### config.mk
export PLATFORM = sky130hd
export DESIGN_NAME = pipeline_stall_ctrl
export DESIGN_NICKNAME = d
export VERILOG_FILES = /design/src/rtl/pipeline_stall_ctrl.sv
export SDC_FILE = /design/constraint.sdc
export NUM_CORES = 1
export LEC_CHECK = 0
export CAP_MARGIN = 20
export CORE_MARGIN = 2
export CORE_UTILIZATION = 50
export DETAILED_ROUTE_END_ITERATION = 12
export PLACE_DENSITY = 0.86
export SETUP_SLACK_MARGIN = 0.5
export SYNTH_ARGS = -nofsm -noshare
export SYNTH_HDL_FRONTEND = slang
export SYNTH_SLANG_ARGS = --single-unit
### constraint.sdc
create_clock -name clk -period 4.55 [get_ports clk]
set_input_delay 0.6825 -clock clk [delete_from_list [all_inputs] [get_ports clk]]
set_output_delay 0.6825 -clock clk [all_outputs]
set_load 0.02 [all_outputs]
### src/rtl/pipeline_stall_ctrl.sv
// pipeline_stall_ctrl: applies the hazard-detection stall controls and the
// MEM-stage branch redirect to the PC, the IF/ID register and the control
// half of the ID/EX register. A taken branch squashes the wrong-path
// instructions and holds the kill strobe (flushing) for FLUSH_DEPTH-1 cycles.
//
// Ports:
//   clk, reset          rising-edge clock, async active-low reset
//   pcwrite             0 = hold PC
//   IF_ID_write         0 = hold IF/ID
//   muxcntrl            0 = bubble into ID/EX
//   br_taken, br_target MEM-stage redirect
//   imem_instr          instruction at pc (combinational imem)
//   id_ctrl             control bundle decoded in ID
//   pc                  fetch address
//   if_id_pc/instr/valid   IF/ID contents
//   id_ex_ctrl/valid    ID/EX control contents
//   flushing            kill strobe to EX/MEM
// Optional feature macro STALL_PERF_EN adds stall_cycles / flush_cycles
// saturating performance counters.
module pipeline_stall_ctrl #(
  parameter int unsigned ADDR_W      = 64,
  parameter int unsigned INSTR_W     = 32,
  parameter int unsigned CTRL_W      = 10,
  parameter int unsigned FLUSH_DEPTH = 3,
  parameter logic [INSTR_W-1:0] NOP_INSTR = 32'hD503201F
) (
  input  logic               clk,
  input  logic               reset,
  input  logic               pcwrite,
  input  logic               IF_ID_write,
  input  logic               muxcntrl,
  input  logic               br_taken,
  input  logic [ADDR_W-1:0]  br_target,
  input  logic [INSTR_W-1:0] imem_instr,
  input  logic [CTRL_W-1:0]  id_ctrl,
  output logic [ADDR_W-1:0]  pc,
  output logic [ADDR_W-1:0]  if_id_pc,
  output logic [INSTR_W-1:0] if_id_instr,
  output logic               if_id_valid,
  output logic [CTRL_W-1:0]  id_ex_ctrl,
  output logic               id_ex_valid,
  output logic               flushing
`ifdef STALL_PERF_EN
  ,
  output logic [31:0]        stall_cycles,
  output logic [31:0]        flush_cycles
`endif
);

  localparam int unsigned CNT_W = (FLUSH_DEPTH > 2) ? $clog2(FLUSH_DEPTH) : 1;

  localparam logic [0:0] RUN   = 1'b0;
  localparam logic [0:0] FLUSH = 1'b1;

  logic [0:0]         state, state_d;
  logic [CNT_W-1:0]   flush_cnt, flush_cnt_d;
  logic [ADDR_W-1:0]  pc_d, if_id_pc_d;
  logic [INSTR_W-1:0] if_id_instr_d;
  logic               if_id_valid_d;
  logic [CTRL_W-1:0]  id_ex_ctrl_d;
  logic               id_ex_valid_d;
  logic               flushing_d;
  logic               pc_en, if_id_en, id_ex_en;

  // State and all output registers
  always_ff @(posedge clk or negedge reset) begin
    if (!reset) begin
      state       <= RUN;
      flush_cnt   <= '0;
      pc          <= '0;
      if_id_pc    <= '0;
      if_id_instr <= NOP_INSTR;
      if_id_valid <= 1'b0;
      id_ex_ctrl  <= '0;
      id_ex_valid <= 1'b0;
      flushing    <= 1'b0;
    end else begin
      state       <= state_d;
      flush_cnt   <= flush_cnt_d;
      pc          <= pc_d;
      if_id_pc    <= if_id_pc_d;
      if_id_instr <= if_id_instr_d;
      if_id_valid <= if_id_valid_d;
      id_ex_ctrl  <= id_ex_ctrl_d;
      id_ex_valid <= id_ex_valid_d;
      flushing    <= flushing_d;
    end
  end

  // Next-state and next register values
  always_comb begin
    state_d       = state;
    flush_cnt_d   = flush_cnt;
    pc_d          = pc;
    if_id_pc_d    = if_id_pc;
    if_id_instr_d = if_id_instr;
    if_id_valid_d = if_id_valid;
    id_ex_ctrl_d  = id_ex_ctrl;
    id_ex_valid_d = id_ex_valid;
    flushing_d    = flushing;
    pc_en         = 1'b0;
    if_id_en      = 1'b0;
    id_ex_en      = 1'b0;

    case (state)
      RUN: begin
        if (br_taken) begin
          // Redirect outranks every stall input in the same cycle
          pc_d          = br_target;
          if_id_pc_d    = '0;
          if_id_instr_d = NOP_INSTR;
          if_id_valid_d = 1'b0;
          id_ex_ctrl_d  = '0;
          id_ex_valid_d = 1'b0;
          flushing_d    = 1'b1;
          flush_cnt_d   = CNT_W'(FLUSH_DEPTH - 2);
          state_d       = FLUSH;
        end else begin
          pc_en    = pcwrite;
          if_id_en = IF_ID_write;
          id_ex_en = 1'b1;
        end
      end
      FLUSH: begin
        // Stall controls came from squashed instructions: force all to 1
        pc_en    = 1'b1;
        if_id_en = 1'b1;
        id_ex_en = 1'b1;
        if (flush_cnt == '0) begin
          state_d    = RUN;
          flushing_d = 1'b0;
        end else begin
          flush_cnt_d = flush_cnt - CNT_W'(1);
        end
      end
      default: state_d = RUN;
    endcase

    if (pc_en) pc_d = pc + ADDR_W'(4);
    if (if_id_en) begin
      if_id_pc_d    = pc;
      if_id_instr_d = imem_instr;
      if_id_valid_d = 1'b1;
    end
    if (id_ex_en) begin
      // In RUN muxcntrl selects load vs bubble; in FLUSH it is forced high
      if (muxcntrl || (state == FLUSH)) begin
        id_ex_ctrl_d  = id_ctrl;
        id_ex_valid_d = if_id_valid;
      end else begin
        id_ex_ctrl_d  = '0;
        id_ex_valid_d = 1'b0;
      end
    end
  end

`ifdef STALL_PERF_EN
  // Saturating stall / flush cycle counters
  always_ff @(posedge clk or negedge reset) begin
    if (!reset) begin
      stall_cycles <= '0;
      flush_cycles <= '0;
    end else begin
      if ((state == RUN) && !br_taken && !muxcntrl && (stall_cycles != 32'hFFFFFFFF))
        stall_cycles <= stall_cycles + 32'd1;
      if (flushing && (flush_cycles != 32'hFFFFFFFF))
        flush_cycles <= flush_cycles + 32'd1;
    end
  end
`else
  // Performance counters not built
`endif

endmodule

==> summary.txt <==
Global route
  • Gr ovfl total: 0
  • Global-route wire length before repair: 46700 µm
  • Maximum number of pins on one net before global-route repair: 113
  • Global-route usage over all layers: 0.329
  • Initial antenna violation count: 1
  • Number of global-route vias before repair: 8154

Floorplanning
  • Full die area: 18500 µm²
  • Area of the placeable core: 17200 µm²
  • Starting density of the core: 0.508
  • Row count: 48
  • Die width: 136 µm
  • Height of the die: 136 µm
  • Top Ports: 285

Drt
  • Number of design-rule violations left by the first detailed-router iteration: 883
  • First-pass iteration count of the detailed router: 5
  • Via count: 8595
  • Remaining number of nets flagged by the antenna check after routing: 0
  • Total wirelength of the detailed-routed design: 30800 µm
  • Post-DR vias/cell: 6.36
  • Total DRC errors in the routed layout: 0
  • Average detailed-routed wire length per instance: 22.8 µm

Setup path
  • R2R Path Start: pc[33]
  • Peak fanout along the critical path: 12
  • Data arrival, critical path: 3420 ps
  • Type of the worst setup path: register to register
  • WP data required: 4880 ps
  • Source of the critical timing path: pc[33]
  • Stage delay of the slowest cell on the critical path: 670 ps
  • Cell chain of the critical path: nand3_1, or3_1, nand3b_1, nor4_2, a211oi_1, a311oi_1
  • Nature of the critical path endpoint: register
  • Startpoint Class: register
  • Critical path's slowest cell: sky130_fd_sc_hd__dfrtp_1

Placement
  • Final weighted congestion in routability-driven placement: 0.949
  • Port buffer count: 284
  • Cells after DPL: 1317
  • Instance area at placement: 11700 µm²
  • Total half-perimeter wirelength after legalization and detailed placement: 21700 µm

Logic synthesis
  • Dominant combinational cell family by area after synthesis: compound AO/OA/AOI/OAI gates
  • Yosys reg bits: 176
  • Largest area contributor in the netlist: sky130_fd_sc_hd__dfrtp_1
  • Count of different cell masters after synthesis: 66
  • Area fraction in and, or, nand and nor cells after synthesis: 0.187
  • Synthesized net count: 986
  • Area fraction in compound gates after synthesis: 0.218
  • Portion of synthesized cell area occupied by the leading cell type: 0.468
  • Share of synthesized area spent on multiplexers: 0.0185
  • Average size of a mapped cell: 10.0 µm²
  • Share of flip-flops with an asynchronous set or reset after synthesis: 1.00
  • Gate count of the mapped netlist: 872
  • Area of the mapped netlist: 8720 µm²
  • Post-Synth XOR/XNOR Area: 0.0231
  • Sequential share of the synthesized area: 0.507
  • Cell types with the largest area share after synthesis: sky130_fd_sc_hd__dfrtp_1 47%, sky130_fd_sc_hd__a22o_1 8.0%, sky130_fd_sc_hd__dfstp_2 3.9%, sky130_fd_sc_hd__nand2_1 3.2%, sky130_fd_sc_hd__clkbuf_1 2.6%
  • Ys flop type: sky130_fd_sc_hd__dfrtp_1
  • Post-Synth Adder-Cell Area: 0.00287
  • Yosys warning total: 0
  • EDFF count, synth: 0

Clock network
  • Number of clock sinks seen by CTS: 176
  • CTS buffer count: 17
  • Post-CTS setup buffer count: 0
  • TritonCTS clock tree: done
  • Cell at the root of the clock tree: sky130_fd_sc_hd__clkbuf_16
  • Number of buffers added to fix hold violations after cts: 0
  • Clk slew on worst S/H paths: 80 ps
  • Post-CTS sizing: 0
  • Longest Clk Path Bufs: 2
  • Insertion delay of the later-clocked pin in the worst-skew pair: 440 ps
  • H-tree depth: 4

Cells and area
  • Fraction of layout instances using a drive strength above 1: 0.0729
  • Total area of multi-input combinational cells: 3930 µm²
  • Area growth, synth to finish: 40.9%
  • Post-route insts no fill: 1351
  • Non-Filler Cell Area, Final: 12300 µm²
  • Combined flip-flop and latch cell area: 4420 µm²
  • Layout fillers: 1335
  • # nets final: 1226

Status
  • Status: finished, final reports clean

STA
  • Setup skew after layout: 12.0 ps
  • Pins Over Slew Limit: 0
  • Slew of the pin with the lowest slew margin: 917 ps
  • Final hold viol count: 0
  • Total negative slack for setup checks: 0 ps
  • Final period utilization: 0.678
  • Max-slew headroom at the worst pin: 0.386
  • RSZ-0062 raised after global routing: no
  • Final setup violation count: 0
  • Shortest clock period the worst path allows after layout: 3090 ps
  • Highest attainable clock frequency: 324 MHz

Power and ir drop
  • Static leakage: 5.01 nW
  • Power density of the placed cells: 726 nW/µm²
  • Worst VDD drop: 0.405 mV

Hold path
  • Hold WC Path Type: primary input to async pin

Run
  • Count of maximum capacitance violations: 0
## state kept, by name, indices dropped and copies added (netlist names)
name / cells
if_id_pc: 64
pc: 64
if_id_instr: 32
id_ex_ctrl: 10
flush_cnt: 2
flushing: 1
id_ex_valid: 1
if_id_valid: 1
state: 1
## Yosys cell counts, drive strengths merged, types with 3 or more instances
cell and number:
dfrtp 163, a22o 80, nand2 75, clkbuf 64, nor2 60, nand3 39, a21oi 34, nand4 31
o21ai 28, nor3 26, o22ai 24, o22a 23, and3 19, nor4 19, buf 17, mux2i 15
xnor2 15, a22oi 14, dfstp 13, nor2b 13, a31oi 10, inv 10, xor2 8, o211ai 7
or3 7, o311ai 6, a211o 4, a2bb2oi 4, and4 4, or4 4, a21o 3, a311oi 3
o311a 3, or4b 3
## layout by cell type, fill, tap and decap left out, types with 3 or more instances in the layout
| master | synthesis | final |
|---|---|---|
| sky130_fd_sc_hd__and3_1 | 19 | 19 |
| sky130_fd_sc_hd__a31oi_1 | 10 | 10 |
| sky130_fd_sc_hd__clkinv_4 | 0 | 3 |
| sky130_fd_sc_hd__inv_1 | 10 | 10 |
| sky130_fd_sc_hd__clkdlybuf4s50_1 | 0 | 283 |
| sky130_fd_sc_hd__nand4_1 | 30 | 30 |
| sky130_fd_sc_hd__o311ai_0 | 6 | 6 |
| sky130_fd_sc_hd__dfrtp_1 | 163 | 163 |
| sky130_fd_sc_hd__a2bb2oi_1 | 4 | 4 |
| sky130_fd_sc_hd__mux2i_1 | 15 | 15 |
| sky130_fd_sc_hd__nor2_1 | 60 | 60 |
| sky130_fd_sc_hd__a22o_1 | 80 | 80 |
| sky130_fd_sc_hd__a211o_1 | 4 | 4 |
| sky130_fd_sc_hd__xnor2_1 | 15 | 15 |
| sky130_fd_sc_hd__or3_1 | 7 | 7 |
| sky130_fd_sc_hd__nor2b_1 | 13 | 12 |
| sky130_fd_sc_hd__clkbuf_16 | 0 | 17 |
| sky130_fd_sc_hd__nor4_1 | 13 | 13 |
| sky130_fd_sc_hd__nand2_1 | 75 | 75 |
| sky130_fd_sc_hd__o311a_1 | 3 | 3 |
| sky130_fd_sc_hd__and4_1 | 4 | 4 |
| sky130_fd_sc_hd__xor2_1 | 8 | 8 |
| sky130_fd_sc_hd__o21ai_0 | 27 | 27 |
| sky130_fd_sc_hd__nor3_1 | 26 | 25 |
| sky130_fd_sc_hd__a311oi_1 | 3 | 3 |
| sky130_fd_sc_hd__nor4_2 | 3 | 3 |
| sky130_fd_sc_hd__buf_4 | 5 | 16 |
| sky130_fd_sc_hd__nor4_4 | 3 | 3 |
| sky130_fd_sc_hd__inv_8 | 0 | 4 |
| sky130_fd_sc_hd__o22ai_1 | 24 | 24 |
| sky130_fd_sc_hd__a22oi_1 | 13 | 13 |
| sky130_fd_sc_hd__dfstp_2 | 13 | 13 |
| sky130_fd_sc_hd__inv_6 | 0 | 3 |
| sky130_fd_sc_hd__nand3_1 | 38 | 38 |
| sky130_fd_sc_hd__o211ai_1 | 7 | 7 |
| sky130_fd_sc_hd__a21oi_1 | 34 | 34 |
| sky130_fd_sc_hd__or4_1 | 3 | 3 |
| sky130_fd_sc_hd__o22a_1 | 23 | 23 |
## metrics by stage
step | setup WS [ps] | utilization | hold slack, ps | power, mW
floorplan | 2050 | - | 387 | 5.29
global placement | 1500 | 0.679 | 463 | 7.27
detailed placement | 1330 | 0.679 | 470 | 7.38
CTS | 1560 | 0.713 | 414 | 8.86
global route | 1270 | 0.715 | 9.92 | 9.33
finish | 1460 | 0.715 | 20.6 | 8.92
## final cells by class
| cell class | count | share of cell area |
|---|---|---|
| clock buffer | 17 | 0.0346 |
| sequential | 176 | 0.360 |
| antenna | 1 | 0.000204 |
| clock inverter | 15 | 0.0138 |
| tap | 225 | 0.0229 |
| timing repair buffer | 302 | 0.245 |
| multi-input combinational | 604 | 0.320 |
| inverter | 11 | 0.00336 |
## power by group
group | switching [mW] | internal (mW)
Combinational | 2.21 | 1.96
Clock | 0.702 | 0.783
Sequential | 1.00 | 2.25
Total | 3.92 | 5.00
## cells by family (layout without fill, tap and decap cells)
family,Yosys count,count (layout)
AND/OR/NAND/NOR,307,307
AO/OA/AOI/OAI,256,256
XOR/XNOR,23,23
adder cells (fa/ha/maj),2,2
flip-flops,176,176
other,0,1
multiplexers,16,16
buffers and inverters,92,345
## worst max-delay path: cells and delay by family, from the launching register on
family,cells,cell delay (ps)
flops,1,670
compound gates,2,410
simple gates,4,1890
## layer usage
layer,vias up,global-route usage,routed length (µm)
met5,-,0,0
met4,0,0.113,867
met3,74,0.0809,3130
met2,528,0.524,14600
met1,4228,0.442,12200
li1,3765,-,-
## final timing paths
path                            slack (ps)      endpoint  cells past startpoint
min in group clk                       480  if_id_pc[43]                      2
max in group asynchronous             3790  if_id_pc[36]                      2
worst max-delay path                  1460        pc[52]                      6
worst max register to register        1460        pc[52]                      6
worst min-delay path                    20   if_id_pc[6]                      1
worst min register to register         480  if_id_pc[43]                      2
Note: power is estimated with default switching activity, not from simulation.
